[config.mk]
export PLATFORM = sky130hd
export DESIGN_NAME = imm_gen_stage
export DESIGN_NICKNAME = d
export VERILOG_FILES = /design/src/rtl/imm_gen_stage.sv
export SDC_FILE = /design/constraint.sdc
export NUM_CORES = 1
export LEC_CHECK = 0
export CAP_MARGIN = 10
export CORE_MARGIN = 2
export CORE_UTILIZATION = 53
export CTS_CLUSTER_SIZE = 8
export DETAILED_ROUTE_END_ITERATION = 8
export DONT_BUFFER_PORTS = 1
export GPL_ROUTABILITY_DRIVEN = 0
export MAX_ROUTING_LAYER = met4
export PLACE_DENSITY = 0.71
export SYNTH_ARGS = -nofsm -noshare
export SYNTH_HDL_FRONTEND = slang
export SYNTH_SLANG_ARGS = --single-unit
[constraint.sdc]
create_clock -name clk -period 1.3 [get_ports clk]
set_input_delay 0.26 -clock clk [delete_from_list [all_inputs] [get_ports clk]]
set_output_delay 0.26 -clock clk [all_outputs]
set_load 0.01 [all_outputs]
[src/rtl/imm_gen_stage.sv]
// Registered immediate generator for decode: extends the raw immediate field, supports a
// two-instruction prefix for full-width constants, and hands the result to execute via valid/ready.
module imm_gen_stage #(
  parameter int unsigned WIDTH = 16,
  parameter int unsigned EXT_W = 11
) (
  input  logic             clk,
  input  logic             rst,
  input  logic             flush,
  input  logic             in_valid,
  output logic             in_ready,
  input  logic [EXT_W-1:0] extend,
  input  logic [2:0]       imm_sel,
  input  logic [WIDTH-1:0] pc2,
  output logic             out_valid,
  input  logic             out_ready,
  output logic [WIDTH-1:0] immediate,
  output logic             prefix_pending
);

  localparam int unsigned PfxW = WIDTH - 8;

  localparam logic [2:0] SelSext5  = 3'b000;
  localparam logic [2:0] SelZext5  = 3'b001;
  localparam logic [2:0] SelSext8  = 3'b010;
  localparam logic [2:0] SelSext11 = 3'b011;
  localparam logic [2:0] SelPc2    = 3'b100;
  localparam logic [2:0] SelZext8  = 3'b101;
  localparam logic [2:0] SelPrefix = 3'b110;
  localparam logic [2:0] SelZero   = 3'b111;

  typedef enum logic [0:0] {StIdle, StPfx} state_e;

  state_e           state_q, state_d;
  logic [PfxW-1:0]  pfx_q, pfx_d;
  logic [WIDTH-1:0] imm_q, imm_d;
  logic             out_valid_q, out_valid_d;
  logic [WIDTH-1:0] base;
  logic             accept;
  logic             is_prefix;
  logic             merge_pfx;

  assign in_ready  = ~out_valid_q | out_ready;
  assign accept    = in_valid & in_ready & ~flush;
  assign is_prefix = (imm_sel == SelPrefix);

  always_comb begin
    base = '0;
    unique case (imm_sel)
      SelSext5:  base = {{(WIDTH-5){extend[4]}}, extend[4:0]};
      SelZext5:  base = {{(WIDTH-5){1'b0}}, extend[4:0]};
      SelSext8:  base = {{(WIDTH-8){extend[7]}}, extend[7:0]};
      SelSext11: base = {{(WIDTH-11){extend[10]}}, extend[10:0]};
      SelPc2:    base = pc2;
      SelZext8:  base = {{(WIDTH-8){1'b0}}, extend[7:0]};
      SelPrefix: base = '0;
      SelZero:   base = '0;
      default:   base = '0;
    endcase
  end

  // pc2 and zero ignore a pending prefix; every extension form takes its low byte under it.
  always_comb begin
    merge_pfx = 1'b0;
    if (state_q == StPfx) begin
      unique case (imm_sel)
        SelSext5, SelZext5, SelSext8, SelSext11, SelZext8: merge_pfx = 1'b1;
        default:                                            merge_pfx = 1'b0;
      endcase
    end
  end

  // FSM: state register
  always_ff @(posedge clk or posedge rst) begin
    if (rst) begin
      state_q <= StIdle;
    end else begin
      state_q <= state_d;
    end
  end

  // FSM: next state
  always_comb begin
    state_d = state_q;
    if (flush) begin
      state_d = StIdle;
    end else if (accept) begin
      state_d = is_prefix ? StPfx : StIdle;
    end
  end

  // FSM: outputs
  always_comb begin
    prefix_pending = (state_q == StPfx);
  end

  always_comb begin
    pfx_d       = pfx_q;
    imm_d       = imm_q;
    out_valid_d = out_valid_q;
    if (flush) begin
      pfx_d       = '0;
      out_valid_d = 1'b0;
    end else if (accept) begin
      if (is_prefix) begin
        pfx_d       = extend[PfxW-1:0];
        // An accepted prefix implies the old output was empty or consumed this cycle.
        out_valid_d = 1'b0;
      end else begin
        imm_d       = merge_pfx ? {pfx_q, base[7:0]} : base;
        out_valid_d = 1'b1;
      end
    end else if (out_ready) begin
      out_valid_d = 1'b0;
    end
  end

  always_ff @(posedge clk or posedge rst) begin
    if (rst) begin
      pfx_q       <= '0;
      imm_q       <= '0;
      out_valid_q <= 1'b0;
    end else begin
      pfx_q       <= pfx_d;
      imm_q       <= imm_d;
      out_valid_q <= out_valid_d;
    end
  end

  assign out_valid = out_valid_q;
  assign immediate = imm_q;

endmodule

## Word-level counts from Yosys, hierarchy flattened

Index checks and enable logic that the tools add are counted.

| cells by class | value |
|---|---|
| equality and inequality tests | 7 |
| muxes and demuxes | 14 |
| bitwise gates (word level) | 6 |
| reduce and logical (&&, ||, !) cells | 7 |

Operators by type and width:

| operator | number |
|---|---|
| 16-bit one-hot mux with 7 select lines | 1 |
| 8-bit two-way mux | 3 |
| 16-bit two-way mux | 1 |
| 3-bit == test (second input constant) | 4 |
| 1-bit two-way mux | 9 |
| 3-bit by 2-bit == test with 1-bit output (second input constant) | 2 |
| 5-bit OR reduction | 1 |
| 2-bit nonzero test | 2 |
| 3-bit by 1-bit == test with 1-bit output (second input constant) | 1 |
| 3-bit logical NOT | 1 |
| 1-bit NOT | 3 |
| 3-bit AND reduction | 1 |
| 3-bit nonzero test | 1 |
| 1-bit AND | 2 |
| 2-bit AND reduction | 1 |
| 1-bit OR | 1 |

| storage, ports and cells | value |
|---|---|
| register bits after elaboration | 26 |
| bits of input ports | 35 |
| output and inout port bits | 19 |
| logic and storage cells | 38 |

## Depth between registers and ports, before layout

Gate-level depths: netlist of the first run.

| logic depth | value |
|---|---|
| depth in word-level cells | 6 |
| gate-level depth with buffers | 7 |
| depth with buffers taken out | 4 |

## Least setup slack after synthesis of the first run

OpenSTA, ideal clock, no wires.

| path | value |
|---|---|
| kind | register to register |
| start | register out_valid_q (netlist: out_valid) |
| end | register imm_q[11] (netlist: immediate[11]) |
| setup time | 138 ps |
| data arrival time | 1298 ps |
| required time | 1162 ps |
| path slack | -136 ps |
| stages on the path, launching flop included | 8 |
| buffers on the path | 3 |
| clock period less this slack | 1436 ps |
| path through | dfrtp_1 > nand2b_1 > clkbuf_2 > and4b_1 > buf_6 > buf_12 > mux2i_1 > a31oi_1 |

| on the way | value |
|---|---|
| longest elaborated chain between the ends | 5 |

Ends and longest elaborated chain:

| what | RTL line | source |
|---|---|---|
| start, declared | 37 | `logic out_valid_q, out_valid_d;` |
| start signal, assigned | 126 | `out_valid_q <= out_valid_d;` |
| 1-bit NOT | 43 | `assign in_ready = ~out_valid_q \| out_ready;` |
| 1-bit OR | 43 |  |
| named net in_ready | 11 | `output logic in_ready,` |
| 1-bit AND (2 in a row) | 44 | `assign accept = in_valid & in_ready & ~flush;` |
| 3-bit AND reduction (no line) | -- |  |
| end signal, assigned | 125 | `imm_q <= imm_d;` |
| end, declared | 36 | `logic [WIDTH-1:0] imm_q, imm_d;` |

The timed path passes the listed nets, and every way through them passes these cells.
A chain may end at the register's enable or synchronous reset.

## Worst setup path after layout of the first run

| path | value |
|---|---|
| start | register out_valid_q (netlist: out_valid) |
| end | register imm_q[12] (netlist: immediate[12]) |

| on the way | value |
|---|---|
| longest elaborated chain between the ends | 5 |

Ends and longest elaborated chain:

| what | RTL line |
|---|---|
| 1-bit NOT | 43 |
| 1-bit OR | 43 |
| 1-bit AND (2 in a row) | 44 |
| 3-bit AND reduction (no line) | -- |

Every way passes these cells.

==> flow_summary_export.csv, run 1 <==
group,metric,value,unit
outcome,status,"complete, no violations",
finish,n_antenna_cell,0,
synthesis,yosysTopAreaCell,"dfrtp_1",
synthesis,synthCells,156,
routing,finalWirelength,3.510,mm
worst_setup_path,critical_path.max_fanout,10,
clocking,cts-root-buf,"clkbuf_4",
routing,drc,0,
floorplanning,die_y,56.85,µm
worst_setup_path,cp.arrival,1.50,ns
clocking,htree_levels,1,
synthesis,yosysWarningCount,0,
synthesis,syn_area,1480,µm²
synthesis,synth.most_common_cell,"dfrtp_1",
synthesis,synthTopCellsByCount,"dfrtp_1, nand2_1, nor2_1",
timing,finalMaxSlewViolations,0,
timing,fin_crit,1.276,ns
timing,setup_slack,0.02433,ns
grt,overflow,0,
routing,via_per_inst,6.221,
grt,grt_max_degree,27,
finish,utilization,61.40,%
finish,nNetsFinal,200,
clocking,clock_path_buffers,2,
floorplanning,die_width,56.85,µm
clocking,clock_latency,0.33,ns
grt,grt_pass1_wl,5.865,mm
timing,hold_slack,0.05353,ns
floorplanning,dieArea,3231,µm²
routing,drt_iter0_markers,57,
pwr,power,1.918,mW
synthesis,synth_edf_count,0,
floorplanning,num_io_pins,54,
timing,tightest_slew,0.4031,ns
place,hpwl,2.595,mm
timing,setup_viol,0,
synthesis,syn_nets,191,
finish,drive_gt1_share,16.46,%
finish,fillers,245,
timing,fmax,783.9,MHz
hold_path,hold_path_depth,2,
clocking,cts_tree,"yes",
floorplanning,coreArea,2710,µm²
clocking,clock_sinks,26,
worst_setup_path,end_kind,"flip-flop",
place,place_ws,-0.04661,ns
clocking,clk_pin_slew,0.16,ns
pwr,p_leak,0.7568,nW
synthesis,synth_ff_type,"dfrtp_1",
routing,vias,1213,
place,placed_cell_area,1555,µm²
finish,stdcell_count,195,
pwr,p_per_area,1153,nW/µm²
synthesis,synth.distinct_cells,34,
worst_setup_path,critPathKind,"flip-flop to flip-flop",
synthesis,synth_top_area_share,43.96,%
timing,fin_skew,0.009992,ns
routing,ant_nets,0,
grt,grt_usage,23.99,%
floorplanning,rows,19,
clocking,cts_buffers,3,
worst_setup_path,cp.required,1.53,ns
pwr,peakVddDrop,0.0008095,V
synthesis,synthArstFlopShare,100.0,%
hold_path,hp-class,"input port to flip-flop",
synthesis,syn_avg_cell_area,9.488,µm²
timing,period_share,98.13,%
finish,final_area,1664,µm²
timing,finalHoldViolCount,0,
place,io_buffers,0,
floorplanning,start_util,54.62,%
grt,first_global_vias,1260,
synthesis,ys_ff_latch,26,
timing,relSlewSlack,73.04,%
worst_setup_path,rr_worst_depth,5,
routing,drt_pre_antenna_iters,4,
timing,rsz0062_at_grt,"yes",
grt,antenna_found_initial,0,
synthesis,ys_seq_area_share,43.96,%
timing,setup_tns,0,ns
run,drv_cap,0,
routing,wl_per_cell,18.00,µm
place,dp_cells,188,
worst_setup_path,crit_path_start_kind,"flip-flop",
finish,area_growth_syn_to_layout,12.43,%
synthesis,synth.area.top_cells,"dfrtp_1, mux2i_1, nand2_1",
## critical path, cell delays in order, from the launching register on
cell and delay, ns:
dfrtp_1 0.43, nand2b_4 0.09, and4b_1 0.24, buf_12 0.15, mux2i_1 0.20, a31oi_1 0.06
## path summary, 6_finish.rpt
check / from / end / slack [ns]
worst max-delay path: out_valid$_DFFE_PP0P_ / immediate[12]$_DFFE_PP0P_ / 0.02
worst min-delay path: in_valid / out_valid$_DFFE_PP0P_ / 0.05
worst max register to register: out_valid$_DFFE_PP0P_ / immediate[12]$_DFFE_PP0P_ / 0.02
worst min register to register: pfx_q[2]$_DFFE_PP0P_ / pfx_q[2]$_DFFE_PP0P_ / 0.54
max in group asynchronous: rst / out_valid$_DFFE_PP0P_ / 0.65
min in group asynchronous: rst / immediate[2]$_DFFE_PP0P_ / 0.40
## where the power goes
group / internal (mW) / total (mW) / switching (mW) / leakage, nW
Combinational: 0.153 / 0.314 / 0.161 / 0.403
Sequential: 0.912 / 1.03 / 0.122 / 0.326
Clock: 0.312 / 0.571 / 0.259 / 0.0279
## per-layer routing
layer  global-route usage, %  share of wire, %  up-vias
li1                        -                 -      577
met1                   27.68                40      583
met5                       -                 0        -
met4                   7.309               1.3        0
met3                   5.530               6.1        4
met2                   41.53                52       49
## layout by cell type (no fill, tap or decap), types with 2 or more instances in the layout
master,synthesis,routed
a221oi_1,5,2
o211ai_1,8,8
nand2_1,20,20
inv_1,7,7
buf_6,2,2
a211o_1,3,3
and3b_1,2,2
nor2_1,19,18
buf_4,1,11
nand4b_1,3,3
a22o_1,2,2
dfrtp_1,26,26
a31oi_1,6,6
nand3b_1,2,2
a22oi_1,2,2
o21a_1,3,3
clkbuf_4,0,3
a221oi_2,0,3
dlygate4sd3_1,0,2
mux2i_1,15,15
a21oi_1,8,8
o31ai_1,3,3
## state kept, by name, summed over array words and instances (netlist names)
| signal | cells |
|---|---|
| prefix_pending | 1 |
| out_valid | 1 |
| immediate | 16 |
| pfx_q | 8 |
## area by class of cell
class	count	area, µm²	area share (%)
Tap cell	31	38.79	2.331
Timing Repair Buffer	16	145.1	8.722
Multi-Input combinational cell	110	747.0	44.89
Inverter	8	30.03	1.805
Clock buffer	3	22.52	1.353
Clock inverter	1	30.03	1.805
Sequential cell	26	650.6	39.10
## cell families (layout without fill, tap and decap cells)
logic type,Yosys count,in the layout,share of synthesized area [%]
AND/OR/NAND/NOR,52,52,17.08
flip-flops,26,26,43.96
multiplexers,16,16,10.90
XOR/XNOR,1,1,0.5918
AO/OA/AOI/OAI,41,41,19.61
buffers and inverters,20,28,7.861
## repair_timing
item	4_1_cts	5_1_grt
endpoints found under the setup margin	2	21
pin swaps	1	1
setup buffers	1	0
resized for setup	0	6
hold buffers	1	1
endpoints found under the hold margin	36	10
gates cloned	0	0
Note: power is estimated with default switching activity, not from simulation.
==> inputs of run 2 (changes only) <==
- RECOVER_POWER: unset -> 50
==> flow_summary_export.csv, run 2 (synthesis results as in run 1) <==
group,metric,value,unit
grt,grt_max_degree,27,
finish,seq_area,650.6,µm²
routing,drt_iter0_markers,54,
finish,fillers,246,
routing,drc,0,
timing,tightest_slew,0.6363,ns
finish,stdcell_count,195,
finish,nNetsFinal,200,
worst_setup_path,cp.arrival,1.50,ns
worst_setup_path,critical_path.max_fanout,10,
floorplanning,die_width,56.85,µm
outcome,status,"complete, no violations",
pwr,p_leak,0.7561,nW
finish,final_common_cell,"dfrtp_1",
clocking,clock_latency,0.33,ns
timing,fmax,783.8,MHz
finish,final_cell_mix,"dfrtp_1, nand2_1, nor2_1",
clocking,cts_buffers,3,
finish,utilization,61.31,%
hold_path,hp-class,"input port to flip-flop",
finish,n_antenna_cell,0,
timing,relSlewSlack,57.58,%
worst_setup_path,critPathKind,"flip-flop to flip-flop",
grt,grt_pass1_wl,5.865,mm
clocking,htree_levels,1,
floorplanning,num_io_pins,54,
routing,finalWirelength,3.506,mm
clocking,cts_tree,"yes",
timing,fin_crit,1.276,ns
floorplanning,start_util,54.62,%
routing,vias,1211,
worst_setup_path,cp.required,1.53,ns
timing,setup_viol,0,
clocking,cts-root-buf,"clkbuf_4",
worst_setup_path,crit_path_start_kind,"flip-flop",
finish,largest_reg_flops,16,
grt,antenna_found_initial,0,
routing,drt_pre_antenna_iters,4,
routing,ant_nets,0,
pwr,peakVddDrop,0.0008094,V
clocking,clock_path_buffers,2,
floorplanning,die_y,56.85,µm
pwr,power,1.917,mW
clocking,clock_sinks,26,
floorplanning,dieArea,3231,µm²
run,drv_cap,0,
routing,via_per_inst,6.210,
timing,finalMaxSlewViolations,0,
place,place_ws,-0.04661,ns
routing,wl_per_cell,17.98,µm
timing,fin_skew,0.009938,ns
finish,drive_gt1_share,16.46,%
place,hpwl,2.595,mm
timing,finalHoldViolCount,0,
pwr,p_per_area,1154,nW/µm²
finish,multi_input_area,747.0,µm²
floorplanning,coreArea,2710,µm²
place,dp_cells,188,
floorplanning,rows,19,
grt,first_global_vias,1260,
timing,period_share,98.14,%
grt,overflow,0,
place,io_buffers,0,
timing,rsz0062_at_grt,"yes",
timing,setup_slack,0.02418,ns
worst_setup_path,end_kind,"flip-flop",
finish,area_growth_syn_to_layout,12.26,%
grt,grt_usage,23.99,%
timing,hold_slack,0.05347,ns
clocking,clk_pin_slew,0.16,ns
==> run 2: cell types whose count changed in the layout (fill, tap and decap cells not counted) <==
| cell | previous run | this run |
|---|---|---|
| clkbuf_2 | 0 | 1 |
| buf_4 | 11 | 10 |
==> run 2: layout make-up <==
cell class | instances | area share (%)
Clock buffer | 3 | 1.355
Clock inverter | 1 | 1.807
Inverter | 8 | 1.807
Multi-Input combinational cell | 110 | 44.95
Sequential cell | 26 | 39.16
Tap cell | 31 | 2.334
Timing Repair Buffer | 16 | 8.584
==> run 2: metrics by stage <==
stage,setup TNS (ns),instance area (µm²)
after floorplan,-0.4586,1508
after global placement,0,1555
after detailed placement,-0.2229,1555
after CTS,-0.01030,1625
after global routing,-0.2346,1662
final,0,1662
==> run 2: where the power goes <==
part | internal, mW | total, mW | switching, mW
logic | 0.152 | 0.313 | 0.161
clock network | 0.312 | 0.571 | 0.259
registers | 0.912 | 1.03 | 0.122
==> run 2: layer usage <==
| metal | track usage, % | part of all wire, % |
|---|---|---|
| met1 | 27.68 | 40 |
| met2 | 41.53 | 52 |
| met3 | 5.530 | 6.0 |
| met4 | 7.309 | 1.3 |
| met5 | - | 0 |
==> run 2: final timing paths <==
check	startpoint	end	slack (ns)	cells after the start
worst max-delay path	out_valid$_DFFE_PP0P_	immediate[12]$_DFFE_PP0P_	0.02	5
worst max register to register	out_valid$_DFFE_PP0P_	immediate[12]$_DFFE_PP0P_	0.02	5
max in group asynchronous	rst	out_valid$_DFFE_PP0P_	0.37	3
worst min register to register	pfx_q[2]$_DFFE_PP0P_	pfx_q[2]$_DFFE_PP0P_	0.54	2
worst min-delay path	in_valid	out_valid$_DFFE_PP0P_	0.05	2
min in group asynchronous	rst	immediate[2]$_DFFE_PP0P_	0.51	3
==> run 2: what timing repair did <==
item | CTS | global route
gates cloned | 0 | 0
setup buffers | 1 | 0
gates resized for setup | 0 | 6
hold buffers | 1 | 1
endpoints found under the setup margin | 2 | 21
endpoints found under the hold margin | 36 | 10
pin swaps | 1 | 1
==> run 2: worst max-delay path, stage by stage, from the launching register on <==
cell and delay, ns:
dfrtp_1 0.43, nand2b_4 0.09, and4b_1 0.24, buf_12 0.15, mux2i_1 0.20, a31oi_1 0.06
==> inputs of run 3 (changes only) <==
- CORE_UTILIZATION: 53 -> 41
- PLACE_DENSITY: 0.71 -> unset
- SKIP_CTS_REPAIR_TIMING: unset -> 1
==> flow_summary_export.csv, run 3 (synthesis results as in run 1) <==
group,metric,value,unit
outcome,status,"finished with violations",
outcome,violations,"hold timing",
routing,drt_pre_antenna_iters,4,
worst_setup_path,critical_path.max_fanout,9,
timing,fin_crit,1.299,ns
pwr,internal_power,1.382,mW
clocking,clock_sinks,26,
floorplanning,dieArea,4107,µm²
routing,ant_nets,0,
finish,multi_input_area,753.2,µm²
clocking,clock_latency,0.33,ns
clocking,cts-root-buf,"clkbuf_4",
timing,tightest_slew,0.6798,ns
clocking,clk_pin_slew,0.15,ns
worst_setup_path,end_kind,"flip-flop",
finish,fillers,325,
routing,vias,1171,
routing,drc,0,
clocking,cts_tree,"yes",
floorplanning,coreArea,3390,µm²
finish,final_common_cell,"dfrtp_1",
pwr,power,1.913,mW
timing,setup_slack,0.001155,ns
timing,setup_viol,0,
routing,drt_iter0_markers,64,
worst_setup_path,cp.required,1.52,ns
finish,seq_area,650.6,µm²
timing,finalMaxSlewViolations,0,
finish,largest_reg_flops,16,
pwr,peakVddDrop,0.0006613,V
timing,relSlewSlack,54.68,%
timing,hold_slack,-0.03390,ns
grt,grt_max_degree,27,
finish,final_cell_mix,"dfrtp_1, nand2_1, nor2_1",
timing,fin_skew,0.003580,ns
pwr,p_per_area,1128,nW/µm²
finish,stdcell_count,211,
floorplanning,start_util,43.67,%
pwr,switching_power,531.5,µW
routing,finalWirelength,3.577,mm
finish,n_antenna_cell,0,
place,io_buffers,0,
clocking,cts_buffers,3,
floorplanning,num_io_pins,54,
timing,fmax,769.9,MHz
worst_setup_path,crit_path_start_kind,"flip-flop",
grt,grt_usage,19.82,%
place,dp_cells,205,
finish,final_area,1695,µm²
worst_setup_path,critPathSlowestCell,"dfrtp_1",
grt,first_global_vias,1279,
clocking,htree_levels,1,
place,hpwl,2.670,mm
clocking,clock_path_buffers,2,
finish,nNetsFinal,201,
routing,via_per_inst,5.550,
hold_path,hp-class,"input port to flip-flop",
worst_setup_path,critPathKind,"flip-flop to flip-flop",
pwr,clkPwrFrac,29.7,%
grt,antenna_found_initial,0,
worst_setup_path,cp.arrival,1.52,ns
pwr,power_frac_comb,16.3,%
pwr,swShare,27.78,%
pwr,p_leak,0.7624,nW
timing,rsz0062_at_grt,"yes",
finish,area_growth_syn_to_layout,14.54,%
run,drv_cap,0,
place,placed_cell_area,1589,µm²
pwr,power_frac_seq,54.0,%
finish,drive_gt1_share,18.79,%
floorplanning,die_width,64.09,µm
place,place_ws,-0.03664,ns
timing,finalHoldViolCount,10,
floorplanning,rows,21,
floorplanning,die_y,64.09,µm
timing,period_share,99.91,%
grt,overflow,0,
routing,wl_per_cell,16.95,µm
worst_setup_path,slowest_delay,0.43,ns
worst_setup_path,cp_cell_sequence,"nand2b_4, and4b_1, buf_12, mux2i_2, a31oi_1",
grt,grt_pass1_wl,6.127,mm
run 3: through the flow:
stage	TNS [ns]	util, %	hold slack, ns
after global placement	0	46.88	0.2285
after floorplan	-0.4586	-	0.3000
after global routing	-0.6264	50.02	-0.06433
after CTS	-0.05348	48.43	-0.1407
after detailed placement	-0.1917	46.88	0.2449
final	0	50.02	-0.03390
run 3: per-layer routing:
layer	share of wire [%]	global-route usage (%)
met2	50	33.59
met4	0.56	5.435
met5	0	-
met3	6.8	5.458
met1	42	23.06
run 3: critical path: cells and delay by family, from the launching register on:
family	cells	cell delay (ns)
compound gates	1	0.06
buf+inv	1	0.15
flops	1	0.43
mux	1	0.21
simple gates	2	0.35
run 3: power groups by stage:
stage          Clock, mW  Sequential [mW]  Combinational [mW]
6_report           0.567             1.03               0.312
5_1_grt            0.617             1.05               0.359
4_1_cts            0.594             1.03               0.299
3_5_place_dp           0             1.05               0.299
3_3_place_gp           0             1.05               0.288
2_1_floorplan          0             1.03               0.257
run 3: final timing paths:
| kind | cells past startpoint | startpoint | slack (ns) | endpoint |
|---|---|---|---|---|
| min in group asynchronous | 3 | rst | 0.55 | immediate[2]$_DFFE_PP0P_ |
| max reg2reg | 5 | out_valid$_DFFE_PP0P_ | 0.001 | immediate[12]$_DFFE_PP0P_ |
| min | 1 | flush | -0.03 | prefix_pending$_DFFE_PP0P_ |
| max | 5 | out_valid$_DFFE_PP0P_ | 0.001 | immediate[12]$_DFFE_PP0P_ |
| max in group asynchronous | 3 | rst | 0.32 | pfx_q[4]$_DFFE_PP0P_ |
| min reg2reg | 2 | pfx_q[4]$_DFFE_PP0P_ | 0.54 | pfx_q[4]$_DFFE_PP0P_ |
run 3: cell type report:
cell class | count | area share (%)
clock buffers | 3 | 1.328
repair buffers | 17 | 8.930
clock inverters | 1 | 1.771
well taps | 46 | 3.395
inverters | 8 | 1.771
multi-input cells | 110 | 44.43
flip-flops and latches | 26 | 38.38
